## config.mk

```make
export PLATFORM = sky130hd
export DESIGN_NAME = prog_clock_divider
export DESIGN_NICKNAME = d
export VERILOG_FILES = /design/src/rtl/prog_clock_divider.sv
export SDC_FILE = /design/constraint.sdc
export NUM_CORES = 1
export LEC_CHECK = 0
export CAP_MARGIN = 0
export CORE_ASPECT_RATIO = 0.6
export CORE_UTILIZATION = 52
export CTS_BUF_LIST = sky130_fd_sc_hd__clkbuf_2 sky130_fd_sc_hd__clkbuf_4 sky130_fd_sc_hd__clkbuf_8
export DETAILED_ROUTE_END_ITERATION = 8
export PLACE_DENSITY = 0.78
export SETUP_SLACK_MARGIN = 0.05
export SLEW_MARGIN = 5
export SYNTH_ARGS = -nofsm -noshare
export SYNTH_HDL_FRONTEND = slang
export SYNTH_SLANG_ARGS = --single-unit
export TNS_END_PERCENT = 30
```

## constraint.sdc

```tcl
create_clock -name cin -period 4 [get_ports cin]
set_input_delay 0.4 -clock cin [delete_from_list [all_inputs] [get_ports cin]]
set_output_delay 0.4 -clock cin [all_outputs]
set_load 0.02 [all_outputs]
```

## src/rtl/prog_clock_divider.sv

```systemverilog
// Runtime-programmable clock divider / clock-enable generator.
// Produces a 50% toggle output or a one-cycle pulse every D cycles; divisor/mode updates land at terminal count.
module prog_clock_divider #(
    parameter int unsigned WIDTH        = 16,
    parameter int unsigned DEFAULT_DIV  = 1000,
    parameter bit          DEFAULT_MODE = 1'b0
) (
    input  logic             cin,
    input  logic             rst_n,
    input  logic             en,
    input  logic [WIDTH-1:0] div_in,
    input  logic             mode_in,
    input  logic             div_load,
    output logic             cout,
    output logic             tick,
    output logic             pending,
    output logic [WIDTH-1:0] count
);

    localparam logic [WIDTH-1:0] DefDiv = WIDTH'(DEFAULT_DIV);

    logic [WIDTH-1:0] count_q, count_d;
    logic [WIDTH-1:0] div_q, div_d;
    logic             mode_q, mode_d;
    logic [WIDTH-1:0] shadow_div_q, shadow_div_d;
    logic             shadow_mode_q, shadow_mode_d;
    logic             pending_q, pending_d;
    logic             cout_q, cout_d;
    logic             tick_q, tick_d;

    logic [WIDTH-1:0] div_eff;
    logic             tc;

    // A programmed divisor of zero behaves as divide-by-one.
    assign div_eff = (div_q == '0) ? WIDTH'(1) : div_q;
    assign tc      = en && (count_q == div_eff - WIDTH'(1));

    always_comb begin
        count_d       = count_q;
        div_d         = div_q;
        mode_d        = mode_q;
        shadow_div_d  = shadow_div_q;
        shadow_mode_d = shadow_mode_q;
        pending_d     = pending_q;
        cout_d        = cout_q;
        tick_d        = 1'b0;

        if (!en) begin
            if (div_load) begin
                // With the counter frozen there is no period to finish, so apply at once.
                div_d     = div_in;
                mode_d    = mode_in;
                count_d   = '0;
                pending_d = 1'b0;
                cout_d    = (mode_q || mode_in) ? 1'b0 : cout_q;
            end else begin
                cout_d = mode_q ? 1'b0 : cout_q;
            end
        end else if (tc) begin
            count_d   = '0;
            tick_d    = 1'b1;
            pending_d = 1'b0;
            if (div_load) begin
                div_d  = div_in;
                mode_d = mode_in;
            end else if (pending_q) begin
                div_d  = shadow_div_q;
                mode_d = shadow_mode_q;
            end
            // Output follows the mode in force from this edge; pulse->toggle restarts low.
            if (mode_d) begin
                cout_d = 1'b1;
            end else if (mode_q) begin
                cout_d = 1'b0;
            end else begin
                cout_d = ~cout_q;
            end
        end else begin
            count_d = count_q + WIDTH'(1);
            cout_d  = mode_q ? 1'b0 : cout_q;
            if (div_load) begin
                shadow_div_d  = div_in;
                shadow_mode_d = mode_in;
                pending_d     = 1'b1;
            end
        end
    end

    always_ff @(posedge cin or negedge rst_n) begin
        if (!rst_n) begin
            count_q       <= '0;
            div_q         <= DefDiv;
            mode_q        <= DEFAULT_MODE;
            shadow_div_q  <= '0;
            shadow_mode_q <= 1'b0;
            pending_q     <= 1'b0;
            cout_q        <= 1'b0;
            tick_q        <= 1'b0;
        end else begin
            count_q       <= count_d;
            div_q         <= div_d;
            mode_q        <= mode_d;
            shadow_div_q  <= shadow_div_d;
            shadow_mode_q <= shadow_mode_d;
            pending_q     <= pending_d;
            cout_q        <= cout_d;
            tick_q        <= tick_d;
        end
    end

    assign cout    = cout_q;
    assign tick    = tick_q;
    assign pending = pending_q;
    assign count   = count_q;

endmodule
```

==> impl_metrics.yaml, run 1 <==
worst_setup_path:
  rr_worst_depth: 14
  cp_slowest_cell: "or4_4"
  crit_fanout: 25
  cp.required_ns: 4.20
  r2r_start: "div_q[7]"
  startpoint_type: "flip-flop"
  cp_common_cell: "or4_4"
  critPathCaptureType: "flip-flop"
  critPathKind: "reg -> reg"
  path_cells: "or4_4 > nor3_4 > a31oi_1 > ha_1 > xnor2_1 > a221oi_1 > nand2_1 > or4_1 > or4_4 > o21ai_4 > buf_4 > buf_12 > nor2_1 > a211o_1"
  cpPeakStageDelay_ns: 0.55
  cp.arrival_ns: 4.04
  rr_endpoint: "count[13]"
  reg2reg_setup_slack_ns: 0.16
detailed_routing:
  vias: 2897
  antenna_left: 0
  drt_pass1_iterations: 6
  wl_um: 8535
  viasPerCell: 6.312
  first_iter_violations: 284
  post_drt_wl_per_cell_um: 18.59
  drc: 0
sta:
  tightest_slew_ns: 0.9110
  finClkSkew_ns: 0.003452
  setup_viol: 0
  slew_violations: 0
  finalHoldViolations: 0
  grt_setup_unrepaired: "true"
  period_share: 0.9595
  min_period_ns: 3.838
  max_clock_freq_mhz: 260.6
  relSlewSlack: 0.3912
  worst_hold_slack_ns: 0.2025
floorplan:
  fp.dieArea_sq_um: 6572
  rows: 21
  start_util: 0.5615
  die_x_um: 104.0
  core_area_sq_um: 5781
  ios: 40
  die_h_um: 63.20
clock_tree:
  htree_levels: 2
  cts_tree: "done"
  cts-root-buf: "clkbuf_8"
  path_clk_slew_ns: 0.10
  clock_sinks: 53
  clockBufferDepth: 2
  cts_hold_buf: 0
  clkLatencyLatePin_ns: 0.31
  cts_buffers: 5
synth:
  synth_ff_type: "dfrtp_1"
  syn_avg_cell_area_sq_um: 9.805
  async_flop_share: 1.000
  ys_ff_latch: 53
  synthCells: 331
  ys_seq_area_frac: 0.4109
  yosys.area_share.simple: 0.1835
  synthAdderAreaFrac: 0.007710
  synth_edf_count: 0
  synthesis.area_sq_um: 3246
  yosys-mux-area-fraction: 0.1357
  synth_cell_type_count: 58
  yosysWarnings: 0
  synth_nets: 354
  synth_xor_area_frac: 0.05667
  synth_compound_gate_area_share: 0.1557
  synth_top_family_by_area: "simple AND/OR/NAND/NOR gates"
global_routing:
  grt_max_degree: 54
  antenna_found_initial: 0
  grt_pass1_vias: 2554
  grt_pass1_wl_um: 13310
  grt_overflow: 0
  grt_use_total: 0.2587
cells_and_area:
  fin_cells: 459
  postLayoutCellArea_sq_um: 3995
  fin_nets: 401
  drive_above_1_share: 0.1873
  antennaDiodeCount: 0
  area_growth_pct: 23.09
  utilization: 0.6911
place:
  dp.cells: 446
  dp_hpwl_um: 5780
  port-buffer-count: 39
  place_area_sq_um: 3790
  gp_congestion: 0.8629
power:
  irDropWorstVdd_mv: 0.1886
  p_sw_frac: 0.3088
  internal-power_w: 0.0009993
  p_leak_nw: 1.725
  power_density_nw_per_um2: 361.9
  p_sw_w: 0.0004465
  sequentialPowerShare: 0.459
  combPwrFrac: 0.272
  p_clk_frac: 0.269
hold_path:
  worstHoldPathType: "in -> async"
job:
  max_cap_violations: 0
outcome:
  outcome: "completed"
-- critical path, delay by kind of cell (launching register included) --
family,cells,cell delay (ns)
AOI/OAI and AO/OA,4,0.75
xor gates and xnor gates,1,0.15
adders and majority gates,1,0.31
buffers and inverters,2,0.32
DFF,1,0.38
and+or+nand+nor,6,1.82
-- per-layer routing --
metal,track usage,up-vias,part of all wire
li1,-,1328,-
met1,0.4093,1414,0.48
met2,0.3600,145,0.42
met3,0.04762,10,0.091
met4,0.05893,0,0.0082
met5,0,-,0
-- power groups by stage --
stage,Clock (W),Combinational [W],Sequential [W]
floorplan,0,0.000242,0.000665
global placement,0,0.000356,0.000668
detailed placement,0,0.000368,0.000669
CTS,0.000393,0.000371,0.000660
global route,0.000416,0.000425,0.000672
finish,0.000389,0.000393,0.000664
-- cell usage in the layout, fill, tap and decap left out, types with 2 or more instances in the layout --
cell              n
or3_1             3
o21ai_0           7
nand3_1           5
clkbuf_8          6
mux2i_1          20
o211ai_1          5
or2_2             3
nor4_1            8
o22ai_1           6
or4_4             3
mux2_2            8
nor2_1           16
a211oi_1          2
nand2_1          29
ha_1              2
mux2_4           10
nand4_1           5
clkdlybuf4s50_1  38
dfstp_2           6
buf_12            2
dfrtp_1          47
or4_1             4
nor3_1           12
o41ai_1           2
a31oi_1          15
nand2b_1          3
inv_1             7
nor3b_1           4
buf_4            21
xor2_1           10
and3_1            4
nor4b_1           2
xnor2_1          11
o31ai_1           3
a21oi_1          17
clkbuf_16         2
a21o_1            6
-- cell usage after synthesis, types with 2 or more instances --
cell / number / area share
o21ai_0: 7 / 0.011
nor4_1: 8 / 0.015
nor4b_1: 2 / 0.0054
xor2_1: 10 / 0.027
buf_6: 4 / 0.014
mux2_2: 8 / 0.028
nor3b_1: 4 / 0.0093
inv_1: 7 / 0.0081
a31oi_1: 15 / 0.029
nand3_1: 5 / 0.0077
ha_1: 2 / 0.0077
a21o_1: 6 / 0.014
or3_1: 3 / 0.0058
buf_2: 8 / 0.012
nor3_1: 13 / 0.020
mux2i_1: 20 / 0.062
or2_2: 3 / 0.0058
dfrtp_1: 47 / 0.36
clkbuf_1: 9 / 0.010
dfstp_2: 6 / 0.049
or4_1: 6 / 0.014
xnor2_1: 11 / 0.030
o211ai_1: 5 / 0.012
nor2_1: 16 / 0.019
o41ai_1: 2 / 0.0054
nand4_1: 5 / 0.0096
o22ai_1: 6 / 0.012
a21oi_1: 17 / 0.026
a211oi_1: 2 / 0.0046
nand2b_1: 3 / 0.0058
nand2_1: 30 / 0.035
mux2_4: 10 / 0.046
o31ai_1: 3 / 0.0069
and3_1: 4 / 0.0077
-- timing repair --
| item | 4_1_cts | 5_1_grt |
|---|---|---|
| pin swaps | 0 | 3 |
| setup buffers | 0 | 3 |
| cloned | 0 | 2 |
| resized for setup | 1 | 3 |
| endpoints found under the setup margin | 7 | 35 |
-- per-stage QoR --
| step | setup TNS [ns] | power (W) | setup slack [ns] |
|---|---|---|---|
| 2_1_floorplan | -0.2077 | 0.0009068 | -0.02077 |
| 3_3_place_gp | 0 | 0.001024 | 0.1249 |
| 3_5_place_dp | 0 | 0.001037 | 0.03348 |
| 4_1_cts | 0 | 0.001424 | 0.07286 |
| 5_1_grt | -0.1098 | 0.001514 | -0.02306 |
| 6_report | 0 | 0.001446 | 0.1620 |
-- registers in the layout, indices dropped and copies added (netlist names) --
register	flops
shadow_div_q	16
pending	1
tick	1
div_q	16
shadow_mode_q	1
cout	1
count	16
mode_q	1
-- kinds of logic after synthesis --
logic type                 Yosys count
xor gates and xnor gates            21
and+or+nand+nor                    110
AOI/OAI and AO/OA                   76
buffers and inverters               31
muxes                               38
adders and majority gates            2
DFF                                 53
-- layout make-up --
type                       instances  area (sq um)
clock inverter                     2         37.54
multi-input combinational        247          1782
inverter                           7         26.28
clock buffer                       6         82.58
tap                               80         100.1
sequential                        53          1334
fill                             444          1785
timing repair buffer              64         633.1
-- worst max path at each step --
stage | end | start | slack (ns)
6_report | count[13] | div_q[7] | 0.16
5_1_grt | div_q[8] | div_q[7] | -0.02
4_1_cts | shadow_div_q[2] | div_q[0] | 0.07
3_5_place_dp | shadow_div_q[2] | div_q[7] | 0.03
3_3_place_gp | shadow_div_q[0] | div_q[7] | 0.12
2_1_floorplan | shadow_div_q[10] | div_q[5] | -0.02
No activity file was read; power rests on OpenSTA's default activity.
==> inputs of run 2 (changes only) <==
- SKIP_LAST_GASP: not set -> 1
==> results of run 2 <==
Same layout as run 1: the final DEF is identical, and so are final timing and power.
==> inputs of run 3 (changes only) <==
- CAP_MARGIN: 0 -> 10
==> results of run 3 <==
Same layout as run 1: the final DEF is identical, and so are final timing and power.
